**src/rtl/serial_sub_ctrl.sv**
```systemverilog
// Bit-serial subtractor: a - b - bin through one full-subtractor cell, LSB first.
// Operands are captured on start; the result and a one-cycle done pulse follow WIDTH cycles later.
module serial_sub_ctrl #(
  parameter int WIDTH = 8
) (
  input  logic             clk,
  input  logic             rst_n,
  input  logic             start,
  input  logic [WIDTH-1:0] a,
  input  logic [WIDTH-1:0] b,
  input  logic             bin,
  output logic             busy,
  output logic             done,
  output logic [WIDTH-1:0] diff,
  output logic             bout,
  output logic             ovf
);

  localparam int CNT_W = (WIDTH > 2) ? $clog2(WIDTH) : 1;
  localparam logic [CNT_W-1:0] LAST_BIT = CNT_W'(WIDTH - 1);

  typedef enum logic [1:0] {
    IDLE = 2'd0,
    RUN  = 2'd1,
    DONE = 2'd2
  } state_t;

  state_t           state;
  logic [WIDTH-1:0] sa;
  logic [WIDTH-1:0] sb;
  logic [WIDTH-1:0] sr;
  logic             br;
  logic             a_msb;
  logic             b_msb;
  logic [CNT_W-1:0] cnt;

  // The shared full-subtractor cell.
  logic cell_d;
  logic cell_nb;
  assign cell_d  = sa[0] ^ sb[0] ^ br;
  assign cell_nb = (~sa[0] & sb[0]) | (~(sa[0] ^ sb[0]) & br);

  always_ff @(posedge clk or negedge rst_n) begin
    if (!rst_n) begin
      state <= IDLE;
      sa    <= '0;
      sb    <= '0;
      sr    <= '0;
      br    <= 1'b0;
      a_msb <= 1'b0;
      b_msb <= 1'b0;
      cnt   <= '0;
      busy  <= 1'b0;
      done  <= 1'b0;
      diff  <= '0;
      bout  <= 1'b0;
      ovf   <= 1'b0;
    end else begin
      case (state)
        IDLE: begin
          done <= 1'b0;
          if (start) begin
            sa    <= a;
            sb    <= b;
            br    <= bin;
            a_msb <= a[WIDTH-1];
            b_msb <= b[WIDTH-1];
            cnt   <= '0;
            busy  <= 1'b1;
            state <= RUN;
          end
        end
        RUN: begin
          sr <= {cell_d, sr[WIDTH-1:1]};
          sa <= {1'b0, sa[WIDTH-1:1]};
          sb <= {1'b0, sb[WIDTH-1:1]};
          br <= cell_nb;
          if (cnt == LAST_BIT) begin
            // Overflow: operand signs differ and the result sign departs from the minuend.
            diff  <= {cell_d, sr[WIDTH-1:1]};
            bout  <= cell_nb;
            ovf   <= (a_msb ^ b_msb) & (cell_d ^ a_msb);
            done  <= 1'b1;
            state <= DONE;
          end else begin
            cnt <= cnt + CNT_W'(1);
          end
        end
        DONE: begin
          done  <= 1'b0;
          busy  <= 1'b0;
          state <= IDLE;
        end
        default: begin
          done  <= 1'b0;
          busy  <= 1'b0;
          state <= IDLE;
        end
      endcase
    end
  end

endmodule
```
**config.mk**
```make
export PLATFORM = sky130hd
export DESIGN_NAME = serial_sub_ctrl
export DESIGN_NICKNAME = d
export VERILOG_FILES = /design/src/rtl/serial_sub_ctrl.sv
export SDC_FILE = /design/constraint.sdc
export NUM_CORES = 1
export LEC_CHECK = 0
export BUFFER_PORTS_ARGS = -buffer_cell sky130_fd_sc_hd__clkbuf_2
export CAP_MARGIN = 20
export CORE_UTILIZATION = 40
export DETAILED_ROUTE_END_ITERATION = 16
export SLEW_MARGIN = 20
export SYNTH_ARGS = -nofsm -noshare
export SYNTH_HDL_FRONTEND = slang
export SYNTH_SLANG_ARGS = --single-unit
```
**constraint.sdc**
```tcl
create_clock -name clk -period 4.4 [get_ports clk]
set_input_delay 0 -clock clk [delete_from_list [all_inputs] [get_ports clk]]
set_output_delay 0 -clock clk [all_outputs]
set_load 0.05 [all_outputs]
```
==> implementation parameters, run 1 <==
Parameter                              Value

Yosys
  Proportion of synthesized area in mux cells    0.197
  Proportion of register bits with asynchronous set or reset after synthesis    1.00
  Post-synth top area cell    sky130_fd_sc_hd__dfrtp_1
  Mean Syn Cell Area    12.2 sq um
  Syn Inst Count    154
  Net Count, Synth    177
  Summed instance area of the synthesized netlist    1870 sq um
  Number of synthesized flops with an enable pin    0
  Synth top area share    0.574
  Top cells by instance count after synthesis    sky130_fd_sc_hd__dfrtp_1 (43), sky130_fd_sc_hd__nand2_1 (18), sky130_fd_sc_hd__mux2_1 (16), sky130_fd_sc_hd__o21ai_1 (16), sky130_fd_sc_hd__mux2i_1 (14)
  Arithmetic-cell share of the synthesized area counting full adders, half adders and majority gates    0.0240
  Most instantiated library cell after synthesis    sky130_fd_sc_hd__dfrtp_1
  Simple-gate share of the synthesized area    0.0915
  Compound-Gate Fraction of Synth Area    0.0741
  Number of warnings issued by yosys    0
  Most used flip-flop cell after synthesis    sky130_fd_sc_hd__dfrtp_1
  Library cells used by synthesis    25
  Xor-xnor portion of the synthesized cell area    0
  Flip-flop and latch count after synthesis    43
  Main combinational cell family by area after synthesis    multiplexers
  Register area share after synthesis    0.574
  Cell types with the largest area share after synthesis    sky130_fd_sc_hd__dfrtp_1 (57%), sky130_fd_sc_hd__mux2_1 (9.6%), sky130_fd_sc_hd__mux2i_1 (7.5%)

Floorplan
  Die height    70.5 microns
  Core Region    4410 sq um
  Rows    24
  Die extent in x    70.5 microns
  Initial standard-cell utilization of the core    0.425
  Die area    4960 sq um
  Number of I/O pins    32

Global route
  Number of global-route vias before repair    1269
  Initial antenna violation count    0
  Global-route congestion overflow total    0
  Largest net degree at the start of global routing    44
  First-pass GRT wire length    5730 microns
  Tot GR Track Use    0.148

Setup path
  Worst setup EP type    flop
  Arrival time of the worst setup path    1.91 ns
  Setup slack on the worst flop-to-flop path    2.67 ns
  Largest stage delay on the critical path    0.40 ns
  Kind of critical path    reg -> reg
  Critical register-to-register path endpoint    cnt[0]$_DFFE_PN0P_
  Maximum fanout along the worst path    4
  Reg-to-reg critical path startpoint    cnt[0]$_DFFE_PN0P_
  Crit-path slowest cell    sky130_fd_sc_hd__dfrtp_1
  Worst path top cell family by delay    adder cells
  Crit path launch type    flop
  Dominant cell type by count on the critical path    sky130_fd_sc_hd__ha_1
  Cell-by-cell trace of the critical path    ha_1, ha_1, nand2b_1, a21oi_2, mux2_2
  Crit path buffers/inverters    0
  Cell depth of the worst flop-to-flop path    5
  WP data required    4.58 ns

Clocking
  Clock latency on the worst-skew pair    0.29 ns
  CTS H-Tree Depth    2
  Clk slew on worst S/H paths    0.08 ns
  Number of cells upsized or downsized after cts    0
  Buffer type at the clock tree root    sky130_fd_sc_hd__clkbuf_8
  Post-CTS Setup Repair Bufs    0
  Clock tree from TritonCTS    yes
  Clk buf depth    2
  Count of hold-fix buffers inserted at cts    10
  Number of clock buffers inserted by TritonCTS    5
  Count of clock tree sinks    43

Drt
  DRC violation count after routing    0
  Number of routed nets with antenna violations    0
  Iteration-0 DRC Markers    41
  Per-cell routed wire length    13.2 microns
  WL final    3270 microns
  Vias per cell    5.01
  Vias post-DR    1242
  Length of the first detailed-routing pass in iterations    4

Placement
  Final HPWL DP    2260 microns
  Port Buffers    31
  Final weighted congestion of routability-driven global placement    0.684

Worst hold path
  Beginning of the worst hold path    b[6]
  Classification of the worst-slack hold path    in -> reg
  Hold path depth    3
  End point of the worst hold path    sb[6]$_DFFE_PN0P_

STA
  Setup TNS    0 ns
  Part of the cycle the worst path needs    0.393
  Setup-failing EPs final    0
  Setup repair after global routing missed its margin    false
  Worst-margin pin slew    1.04 ns
  Worst-case hold slack    -0.00389 ns
  Hold Fails Final Rpt    1
  Final period demand of the worst path    1.73 ns
  Final clock skew    0.00931 ns
  Max transition margin    0.308
  Number of max-slew violations in the final report    0
  Max Clock Freq    578 MHz

Final layout
  N_diodes    0
  # nets final    218
  Final cell utilization of the core    0.519
  Growth of design area from synthesis to finish    22.2%
  Share of cells above drive strength 1    0.245

Status
  Violations in the final reports    negative hold slack
  Run status    finished with violations

Pwr
  VDD IR max    0.302 mV
  Power per standard cell area    773 nW/um^2
  Standby leakage power    1.07 nW

Job
  Number of max-capacitance violations reported    0
==> metal layers <==
metal  wire length [microns]  up-vias  GRT usage  part of all wire
li1                        -      603          -                 -
met1                    1510      609      0.180              0.46
met2                    1590       28      0.249              0.49
met3                     143        2     0.0491             0.044
met4                      29        0     0.0467            0.0089
met5                       0        -          0                 0
==> worst max path at each step <==
stage	start	to	cells after the start
final	cnt[0]$_DFFE_PN0P_	cnt[0]$_DFFE_PN0P_	5
after global routing	state[0]$_DFFE_PN0P_	br$_DFFE_PN0P_	3
after CTS	cnt[0]$_DFFE_PN0P_	cnt[0]$_DFFE_PN0P_	5
after detailed placement	cnt[0]$_DFFE_PN0P_	cnt[0]$_DFFE_PN0P_	5
after global placement	state[0]$_DFFE_PN0P_	sb[0]$_DFFE_PN0P_	2
after floorplan	cnt[0]$_DFFE_PN0P_	cnt[0]$_DFFE_PN0P_	5
==> layout by cell type, fill, tap and decap left out <==
cell and instances:
sky130_fd_sc_hd__a211oi_1 1, sky130_fd_sc_hd__a21oi_1 5, sky130_fd_sc_hd__a21oi_2 1, sky130_fd_sc_hd__buf_2 1
sky130_fd_sc_hd__buf_4 1, sky130_fd_sc_hd__bufinv_16 2, sky130_fd_sc_hd__clkbuf_2 30, sky130_fd_sc_hd__clkbuf_8 5
sky130_fd_sc_hd__clkinvlp_4 1, sky130_fd_sc_hd__dfrtp_1 43, sky130_fd_sc_hd__dlygate4sd3_1 10, sky130_fd_sc_hd__fa_1 1
sky130_fd_sc_hd__ha_1 2, sky130_fd_sc_hd__inv_1 5, sky130_fd_sc_hd__inv_2 1, sky130_fd_sc_hd__mux2_1 16
sky130_fd_sc_hd__mux2_2 3, sky130_fd_sc_hd__mux2_4 1, sky130_fd_sc_hd__mux2i_1 14, sky130_fd_sc_hd__nand2_1 18
sky130_fd_sc_hd__nand2b_1 3, sky130_fd_sc_hd__nand3b_4 1, sky130_fd_sc_hd__nor2_1 5, sky130_fd_sc_hd__nor2b_1 5
sky130_fd_sc_hd__nor3b_1 2, sky130_fd_sc_hd__o21ai_0 2, sky130_fd_sc_hd__o21ai_1 16, sky130_fd_sc_hd__o21bai_2 1
==> flip-flops by register name, indices dropped and copies added (netlist names) <==
signal / cells
sb: 8
a_msb: 1
diff: 8
sr: 7
b_msb: 1
bout: 1
done: 1
busy: 1
state: 2
cnt: 3
br: 1
ovf: 1
sa: 8
==> stage by stage <==
step	power (W)	hold WS (ns)	cells	instance area [sq um]	setup WS [ns]
6_report	0.00177	-0.00389	248	2290	2.67
3_5_place_dp	0.00142	0.236	230	2050	2.67
2_1_floorplan	0.00127	-0.296	154	1870	2.79
4_1_cts	0.00179	0.00216	248	2290	2.66
3_3_place_gp	0.00138	0.223	230	2050	2.74
5_1_grt	0.00189	0.000665	248	2290	2.51
==> logic make-up after synthesis <==
kind of cell	count (synthesis)
compound gates	26
fa+ha+maj	3
buf+inv	14
flops	43
mux	34
simple gates	34
==> cell type report <==
| type | count | area, sq um |
|---|---|---|
| Fill cell | 390 | 2120 |
| Sequential cell | 43 | 1080 |
| Multi-Input combinational cell | 97 | 728 |
| Timing Repair Buffer | 42 | 263 |
| Clock buffer | 5 | 68.8 |
| Clock inverter | 3 | 67.6 |
| Tap cell | 52 | 65.1 |
| Inverter | 6 | 22.5 |
==> report_power, final <==
group | internal [W] | switching, W
logic | 0.000284 | 0.000434
clock network | 0.000226 | 0.000137
registers | 0.000579 | 0.000111
==> worst register-to-register path, stage by stage (launching register included) <==
cell	delay (ns)
sky130_fd_sc_hd__dfrtp_1	0.40
sky130_fd_sc_hd__ha_1	0.20
sky130_fd_sc_hd__ha_1	0.23
sky130_fd_sc_hd__nand2b_1	0.17
sky130_fd_sc_hd__a21oi_2	0.24
sky130_fd_sc_hd__mux2_2	0.37
Note: power is estimated with default switching activity, not from simulation.
==> run 2: changes to the inputs <==
==> constraint.sdc (replaced) <==
create_clock -name clk -period 1.55 [get_ports clk]
set_input_delay 0 -clock clk [delete_from_list [all_inputs] [get_ports clk]]
set_output_delay 0 -clock clk [all_outputs]
set_load 0.05 [all_outputs]
==> run 2 against run 1 <==
- the flow still finishes with violations (negative hold slack)
- clock skew fell by 0.0053 ns
- die area stayed put
- routed wire length increased by 6.1%
- count of clock-buffer cells in the layout grew 1
- critical endpoint is now cnt[2]$_DFFE_PN0P_
- largest cell class unchanged
==> implementation parameters, run 2 (synthesized netlist as in run 1, its figures left out) <==
Parameter                              Value

STA
  Final clock skew    0.00396 ns (was 0.00931 ns)
  Final critical-path setup slack    0.0153 ns (was 2.67 ns)
  Hold Fails Final Rpt    1 (unchanged)
  Setup-failing EPs final    0 (unchanged)
  Max transition margin    0.627 (was 0.308)
  Setup repair after global routing missed its margin    true (was false)
  Worst-margin pin slew    0.560 ns (was 1.04 ns)
  Worst-case hold slack    -0.00515 ns (was -0.00389 ns)
  Setup TNS    0 ns (unchanged)
  Final period demand of the worst path    1.53 ns (was 1.73 ns)
  Number of max-slew violations in the final report    0 (unchanged)
  Max Clock Freq    652 MHz (was 578 MHz)
  Part of the cycle the worst path needs    0.990 (was 0.393)

Global route
  Global-route congestion overflow total    0 (unchanged)
  Initial antenna violation count    0 (unchanged)
  First-pass GRT wire length    6070 microns (was 5730 microns)
  Tot GR Track Use    0.159 (was 0.148)
  Number of global-route vias before repair    1317 (was 1269)
  Largest net degree at the start of global routing    27 (was 44)

Clocking
  Clk buf depth    2 (unchanged)
  CTS H-Tree Depth    2 (unchanged)
  Number of clock buffers inserted by TritonCTS    5 (unchanged)
  Buffer type at the clock tree root    sky130_fd_sc_hd__clkbuf_8 (unchanged)
  Clk slew on worst S/H paths    0.08 ns (about the same)
  Clock latency on the worst-skew pair    0.29 ns (about the same)
  Count of clock tree sinks    43 (unchanged)
  Clock tree from TritonCTS    yes (unchanged)

Pwr
  VDD IR max    0.740 mV (was 0.302 mV)
  Standby leakage power    1.13 nW (was 1.07 nW)
  Power per standard cell area    2090 nW/um^2 (was 773 nW/um^2)

Final layout
  Final cell utilization of the core    0.542 (was 0.519)
  N_diodes    0 (unchanged)
  Largest registers in the final layout    diff x8, sa x8, sb x8 (unchanged)
  # fillers    402 (was 390)
  Finished Layout Cells    259 (was 248)
  Share of cells above drive strength 1    0.304 (was 0.245)
  # nets final    230 (was 218)
  Commonest non-fill, non-tap cell in the layout    sky130_fd_sc_hd__dfrtp_1 (unchanged)
  Growth of design area from synthesis to finish    27.6% (was 22.2%)
  Highest-count cells in the layout ignoring fill and taps    sky130_fd_sc_hd__dfrtp_1 (43), sky130_fd_sc_hd__clkbuf_2 (31), sky130_fd_sc_hd__nand2_1 (18), sky130_fd_sc_hd__o21ai_1 (16), sky130_fd_sc_hd__mux2_1 (16) (was sky130_fd_sc_hd__dfrtp_1 (43), sky130_fd_sc_hd__clkbuf_2 (30), sky130_fd_sc_hd__nand2_1 (18), sky130_fd_sc_hd__o21ai_1 (16), sky130_fd_sc_hd__mux2_1 (16))

Placement
  Final HPWL DP    2440 microns (was 2260 microns)
  Inst Count DP    236 (was 230)
  Final weighted congestion of routability-driven global placement    0.691 (was 0.684)
  Placement-stage worst setup slack    -0.0583 ns (was 2.67 ns)
  Port Buffers    31 (unchanged)

Drt
  WL final    3470 microns (was 3270 microns)
  Vias per cell    4.96 (was 5.01)
  Vias post-DR    1284 (was 1242)
  DRC violation count after routing    0 (unchanged)
  Length of the first detailed-routing pass in iterations    4 (unchanged)
  Number of routed nets with antenna violations    0 (unchanged)
  Iteration-0 DRC Markers    64 (was 41)
  Per-cell routed wire length    13.4 microns (was 13.2 microns)

Job
  Number of max-capacitance violations reported    0 (unchanged)

Setup path
  Crit path launch type    flop (unchanged)
  Launching element of the worst setup path    cnt[1]$_DFFE_PN0P_ (was cnt[0]$_DFFE_PN0P_)
  Arrival time of the worst setup path    1.71 ns (was 1.91 ns)
  WP data required    1.73 ns (was 4.58 ns)
  Maximum fanout along the worst path    4 (unchanged)
  Reg-to-reg critical path startpoint    cnt[1]$_DFFE_PN0P_ (was cnt[0]$_DFFE_PN0P_)
  Worst setup EP type    flop (unchanged)
  Kind of critical path    reg -> reg (unchanged)
  Cell depth of the worst flop-to-flop path    5 (unchanged)

Floorplan
  Number of I/O pins    32 (unchanged)
  Initial standard-cell utilization of the core    0.425 (unchanged)
  Die area    4960 sq um (unchanged)
  Rows    24 (unchanged)
  Die height    70.5 microns (unchanged)
  Core Region    4410 sq um (unchanged)
  Die extent in x    70.5 microns (unchanged)

Status
  Run status    finished with violations (unchanged)
  Violations in the final reports    negative hold slack (unchanged)

Worst hold path
  Classification of the worst-slack hold path    in -> reg (unchanged)
  Beginning of the worst hold path    a[2] (was b[6])
  Hold path depth    3 (unchanged)
run 2: cell types whose count changed in the layout (fill, tap and decap cells not counted), sizes merged:
cell         before  now
clkbuf           35   37
bufinv            2    0
buf               2   11
clkinvlp          1    0
clkinv            0    1
dlygate4sd3      10   12
run 2: metal layers:
metal | up-vias | track usage | share of wire
li1 | 627 | - | -
met1 | 624 | 0.195 | 0.44
met2 | 27 | 0.265 | 0.50
met3 | 6 | 0.0476 | 0.043
met4 | 0 | 0.0533 | 0.014
met5 | - | 0 | 0
run 2: where the power goes:
group	switching, W	internal (W)
Clock	0.000357	0.000349
Sequential	0.000319	0.00165
Combinational	0.00132	0.00101
Total	0.00199	0.00301
run 2: path summary, 6_finish.rpt:
path,endpoint,slack [ns]
min in group asynchronous,diff[5]$_DFFE_PN0P_,0.23
min,sa[2]$_DFFE_PN0P_,-0.005
max reg2reg,cnt[2]$_DFFE_PN0P_,0.02
max,cnt[2]$_DFFE_PN0P_,0.02
max in group asynchronous,sr[1]$_DFFE_PN0N_,0.63
min reg2reg,sb[4]$_DFFE_PN0P_,0.49
run 2: stage by stage:
| stage | power [W] | cell area, sq um |
|---|---|---|
| floorplan | 0.00359 | 1880 |
| global placement | 0.00402 | 2110 |
| detailed placement | 0.00414 | 2110 |
| CTS | 0.00498 | 2360 |
| global route | 0.00535 | 2390 |
| finish | 0.00500 | 2390 |
run 2: cell type report:
cell class / instances / area, sq um / area share
Inverter: 6 / 22.5 / 0.00942
Timing Repair Buffer: 54 / 370 / 0.155
Tap cell: 52 / 65.1 / 0.0272
Clock inverter: 1 / 5.00 / 0.00209
Sequential cell: 43 / 1080 / 0.450
Multi-Input combinational cell: 97 / 769 / 0.322
Clock buffer: 6 / 82.6 / 0.0345
run 2: repair_timing:
item / in CTS / in global routing
hold buffers: 12 / 0
cloned: 0 / 0
setup buffers: 1 / 3
pin swaps: 1 / 2
gates resized for setup: 6 / 3
hold endpoints to repair: 33 / 0
setup endpoints to repair: 3 / 12
run 2: worst max-delay path: stages (launching register included):
cell	delay (ns)
sky130_fd_sc_hd__dfrtp_1	0.40
sky130_fd_sc_hd__ha_2	0.19
sky130_fd_sc_hd__ha_2	0.17
sky130_fd_sc_hd__nand2b_4	0.14
sky130_fd_sc_hd__a21oi_4	0.20
sky130_fd_sc_hd__mux2_4	0.33
==> run 3: changes to the inputs <==
--- a/config.mk
+++ b/config.mk
@@ -5,6 +5,7 @@
 export SDC_FILE = /design/constraint.sdc
 export NUM_CORES = 1
 export LEC_CHECK = 0
+export ABC_AREA = 1
 export BUFFER_PORTS_ARGS = -buffer_cell sky130_fd_sc_hd__clkbuf_2
 export CAP_MARGIN = 20
 export CORE_UTILIZATION = 40
==> run 3 against run 2 <==
- the run now ends clean
- final cell count grew 38%
- hold slack improved by 0.011 ns
- flip-flop and latch count did not move
- count of clock-buffer cells in the layout decreased by 1
- critical endpoint is now ovf$_DFFE_PN0P_
- largest cell class unchanged
- largest power group unchanged
==> implementation parameters, run 3 <==
Parameter                              Value

STA
  Setup repair after global routing missed its margin    false (was true)
  Part of the cycle the worst path needs    0.870 (was 0.990)
  Max Clock Freq    742 MHz (was 652 MHz)
  Setup-failing EPs final    0 (unchanged)
  Worst-case hold slack    0.00589 ns (was -0.00515 ns)
  Hold Fails Final Rpt    0 (was 1)
  Setup TNS    0 ns (unchanged)
  Max transition margin    0.643 (was 0.627)
  Number of max-slew violations in the final report    0 (unchanged)
  Final clock skew    0.0118 ns (was 0.00396 ns)
  Final period demand of the worst path    1.35 ns (was 1.53 ns)
  Worst-margin pin slew    0.536 ns (was 0.560 ns)

Pwr
  VDD IR max    0.780 mV (was 0.740 mV)
  Net Sw Power    0.00232 W (was 0.00199 W)
  Part of the power in combinational logic    0.480 (was 0.466)
  Power per standard cell area    2050 nW/um^2 (was 2090 nW/um^2)
  Share of power burned in registers    0.378 (was 0.393)
  Internal power of the cells    0.00277 W (was 0.00301 W)
  Clock group share of total power    0.142 (was 0.141)
  Standby leakage power    1.36 nW (was 1.13 nW)
  Switching Share    0.455 (was 0.398)

Final layout
  Largest registers in the final layout    diff x8, sa x8, sb x8 (unchanged)
  Share of cells above drive strength 1    0.220 (was 0.304)
  Highest-count cells in the layout ignoring fill and taps    sky130_fd_sc_hd__nand2_1 (64), sky130_fd_sc_hd__inv_1 (47), sky130_fd_sc_hd__nand3_1 (47), sky130_fd_sc_hd__dfrtp_1 (43), sky130_fd_sc_hd__clkbuf_2 (31) (was sky130_fd_sc_hd__dfrtp_1 (43), sky130_fd_sc_hd__clkbuf_2 (31), sky130_fd_sc_hd__nand2_1 (18), sky130_fd_sc_hd__o21ai_1 (16), sky130_fd_sc_hd__mux2_1 (16))
  Growth of design area from synthesis to finish    16.4% (was 27.6%)
  # nets final    309 (was 230)
  Commonest non-fill, non-tap cell in the layout    sky130_fd_sc_hd__nand2_1 (was sky130_fd_sc_hd__dfrtp_1)
  N_diodes    0 (unchanged)

Drt
  Per-cell routed wire length    10.8 microns (was 13.4 microns)
  WL final    3870 microns (was 3470 microns)
  Number of routed nets with antenna violations    0 (unchanged)
  Length of the first detailed-routing pass in iterations    4 (unchanged)
  Iteration-0 DRC Markers    75 (was 64)
  Vias post-DR    1639 (was 1284)
  DRC violation count after routing    0 (unchanged)
  Vias per cell    4.59 (was 4.96)

Global route
  Global-route congestion overflow total    0 (unchanged)
  Initial antenna violation count    0 (unchanged)
  First-pass GRT wire length    6820 microns (was 6070 microns)
  Tot GR Track Use    0.161 (was 0.159)
  Number of global-route vias before repair    1527 (was 1317)
  Largest net degree at the start of global routing    47 (was 27)

Yosys
  Compound-Gate Fraction of Synth Area    0.0586 (was 0.0741)
  Proportion of register bits with asynchronous set or reset after synthesis    1.00 (unchanged)
  Arithmetic-cell share of the synthesized area counting full adders, half adders and majority gates    0.0211 (was 0.0240)
  Register area share after synthesis    0.504 (was 0.574)
  Most instantiated library cell after synthesis    sky130_fd_sc_hd__nand2_1 (was sky130_fd_sc_hd__dfrtp_1)
  Number of warnings issued by yosys    0 (unchanged)
  Synth top area share    0.504 (was 0.574)
  Syn Inst Count    247 (was 154)
  Cell types with the largest area share after synthesis    sky130_fd_sc_hd__dfrtp_1 (50%), sky130_fd_sc_hd__nand2_1 (11%), sky130_fd_sc_hd__nand3_1 (11%) (was sky130_fd_sc_hd__dfrtp_1 (57%), sky130_fd_sc_hd__mux2_1 (9.6%), sky130_fd_sc_hd__mux2i_1 (7.5%))
  Library cells used by synthesis    19 (was 25)
  Post-synth top area cell    sky130_fd_sc_hd__dfrtp_1 (unchanged)
  Most used flip-flop cell after synthesis    sky130_fd_sc_hd__dfrtp_1 (unchanged)
  Mean Syn Cell Area    8.64 sq um (was 12.2 sq um)
  Proportion of synthesized area in mux cells    0 (was 0.197)
  Summed instance area of the synthesized netlist    2130 sq um (was 1870 sq um)
  Flip-flop and latch count after synthesis    43 (unchanged)
  Number of synthesized flops with an enable pin    0 (unchanged)
  Top cells by instance count after synthesis    sky130_fd_sc_hd__nand2_1 (64), sky130_fd_sc_hd__inv_1 (47), sky130_fd_sc_hd__nand3_1 (47), sky130_fd_sc_hd__dfrtp_1 (43), sky130_fd_sc_hd__o21ai_0 (9) (was sky130_fd_sc_hd__dfrtp_1 (43), sky130_fd_sc_hd__nand2_1 (18), sky130_fd_sc_hd__mux2_1 (16), sky130_fd_sc_hd__o21ai_1 (16), sky130_fd_sc_hd__mux2i_1 (14))
  Main combinational cell family by area after synthesis    simple AND/OR/NAND/NOR gates (was multiplexers)
  Xor-xnor portion of the synthesized cell area    0 (unchanged)
  Net Count, Synth    270 (was 177)
  Simple-gate share of the synthesized area    0.281 (was 0.0915)

Floorplan
  Initial standard-cell utilization of the core    0.418 (was 0.425)
  Die height    75.1 microns (was 70.5 microns)
  Die extent in x    75.1 microns (was 70.5 microns)
  Die area    5630 sq um (was 4960 sq um)
  Core Region    5110 sq um (was 4410 sq um)
  Number of I/O pins    32 (unchanged)
  Rows    26 (was 24)

Clocking
  Buffer type at the clock tree root    sky130_fd_sc_hd__clkbuf_8 (unchanged)
  Clock tree from TritonCTS    yes (unchanged)
  Clk slew on worst S/H paths    0.09 ns (was 0.08 ns)
  Clock latency on the worst-skew pair    0.30 ns (was 0.29 ns)
  CTS H-Tree Depth    2 (unchanged)
  Number of clock buffers inserted by TritonCTS    5 (unchanged)
  Count of clock tree sinks    43 (unchanged)
  Clk buf depth    2 (unchanged)

Setup path
  Kind of critical path    reg -> reg (unchanged)
  WP data required    1.75 ns (was 1.73 ns)
  Crit path launch type    flop (unchanged)
  Launching element of the worst setup path    sa[0]$_DFFE_PN0P_ (was cnt[1]$_DFFE_PN0P_)
  Maximum fanout along the worst path    3 (was 4)
  Reg-to-reg critical path startpoint    sa[0]$_DFFE_PN0P_ (was cnt[1]$_DFFE_PN0P_)
  Arrival time of the worst setup path    1.55 ns (was 1.71 ns)
  Worst setup EP type    flop (unchanged)

Placement
  Final weighted congestion of routability-driven global placement    0.731 (was 0.691)
  Final HPWL DP    2570 microns (was 2440 microns)
  Port Buffers    31 (unchanged)

Job
  Number of max-capacitance violations reported    0 (unchanged)

Worst hold path
  Beginning of the worst hold path    b[4] (was a[2])
  Classification of the worst-slack hold path    in -> reg (unchanged)

Status
  Run status    complete, no violations (was finished with violations)
-- run 3: final cells by class --
cell class,instances,area (sq um)
multi-input combinational,144,771
clock buffer,5,68.8
fill,541,2620
sequential,43,1080
tap,70,87.6
timing repair buffer,44,275
inverter,48,183
clock inverter,3,23.8
-- run 3: cell families after synthesis --
group                    Yosys count
AND/OR/NAND/NOR                  122
buffers and inverters             60
flip-flops                        43
AO/OA/AOI/OAI                     19
adder cells (fa/ha/maj)            3
-- run 3: metrics by stage --
| step | setup WS (ns) | power, W | area [sq um] | util | cells |
|---|---|---|---|---|---|
| finish | 0.202 | 0.00509 | 2480 | 0.487 | 357 |
| floorplan | 0.247 | 0.00395 | 2130 | - | 247 |
| global placement | 0.144 | 0.00433 | 2300 | 0.451 | 340 |
| CTS | 0.0810 | 0.00512 | 2430 | 0.477 | 352 |
| detailed placement | 0.104 | 0.00437 | 2300 | 0.451 | 340 |
| global route | 0.101 | 0.00561 | 2480 | 0.487 | 357 |
-- run 3: power by group through the flow --
stage	Sequential [W]	Clock, W	Combinational (W)
after floorplan	0.00234	0	0.00161
after global placement	0.00193	0	0.00239
after detailed placement	0.00194	0	0.00243
after CTS	0.00192	0.000754	0.00244
after global routing	0.00200	0.000810	0.00280
final	0.00192	0.000723	0.00245
-- run 3: worst paths after layout --
| path | end | slack (ns) | cells past startpoint |
|---|---|---|---|
| setup reg to reg | ovf$_DFFE_PN0P_ | 0.20 | 6 |
| max in group asynchronous | sb[6]$_DFFE_PN0P_ | 0.88 | 3 |
| setup / recovery | ovf$_DFFE_PN0P_ | 0.20 | 6 |
| min in group asynchronous | ovf$_DFFE_PN0P_ | 0.30 | 3 |
| hold reg to reg | cnt[1]$_DFFE_PN0P_ | 0.48 | 2 |
| hold / removal | sb[4]$_DFFE_PN0P_ | 0.006 | 5 |
-- run 3: worst max-delay path, cell delays in order (launching register included) --
cell and delay, ns:
sky130_fd_sc_hd__dfrtp_1 0.40, sky130_fd_sc_hd__fa_1 0.56, sky130_fd_sc_hd__inv_1 0.07, sky130_fd_sc_hd__nand3_1 0.08
sky130_fd_sc_hd__nand2_1 0.05, sky130_fd_sc_hd__nand2_1 0.05, sky130_fd_sc_hd__nand2_1 0.04
-- run 3: what timing repair did --
action / 4_1_cts / 5_1_grt
hold buffers: 4 / 0
resized for setup: 0 / 0
setup buffers: 0 / 5
setup endpoints to repair: 0 / 2
endpoints found under the hold margin: 48 / 0
-- run 3: routing by layer --
metal  track usage  routed length, microns
met5             0                       0
met4        0.0503                      48
met3        0.0388                     166
met2         0.270                    1760
met1         0.204                    1900
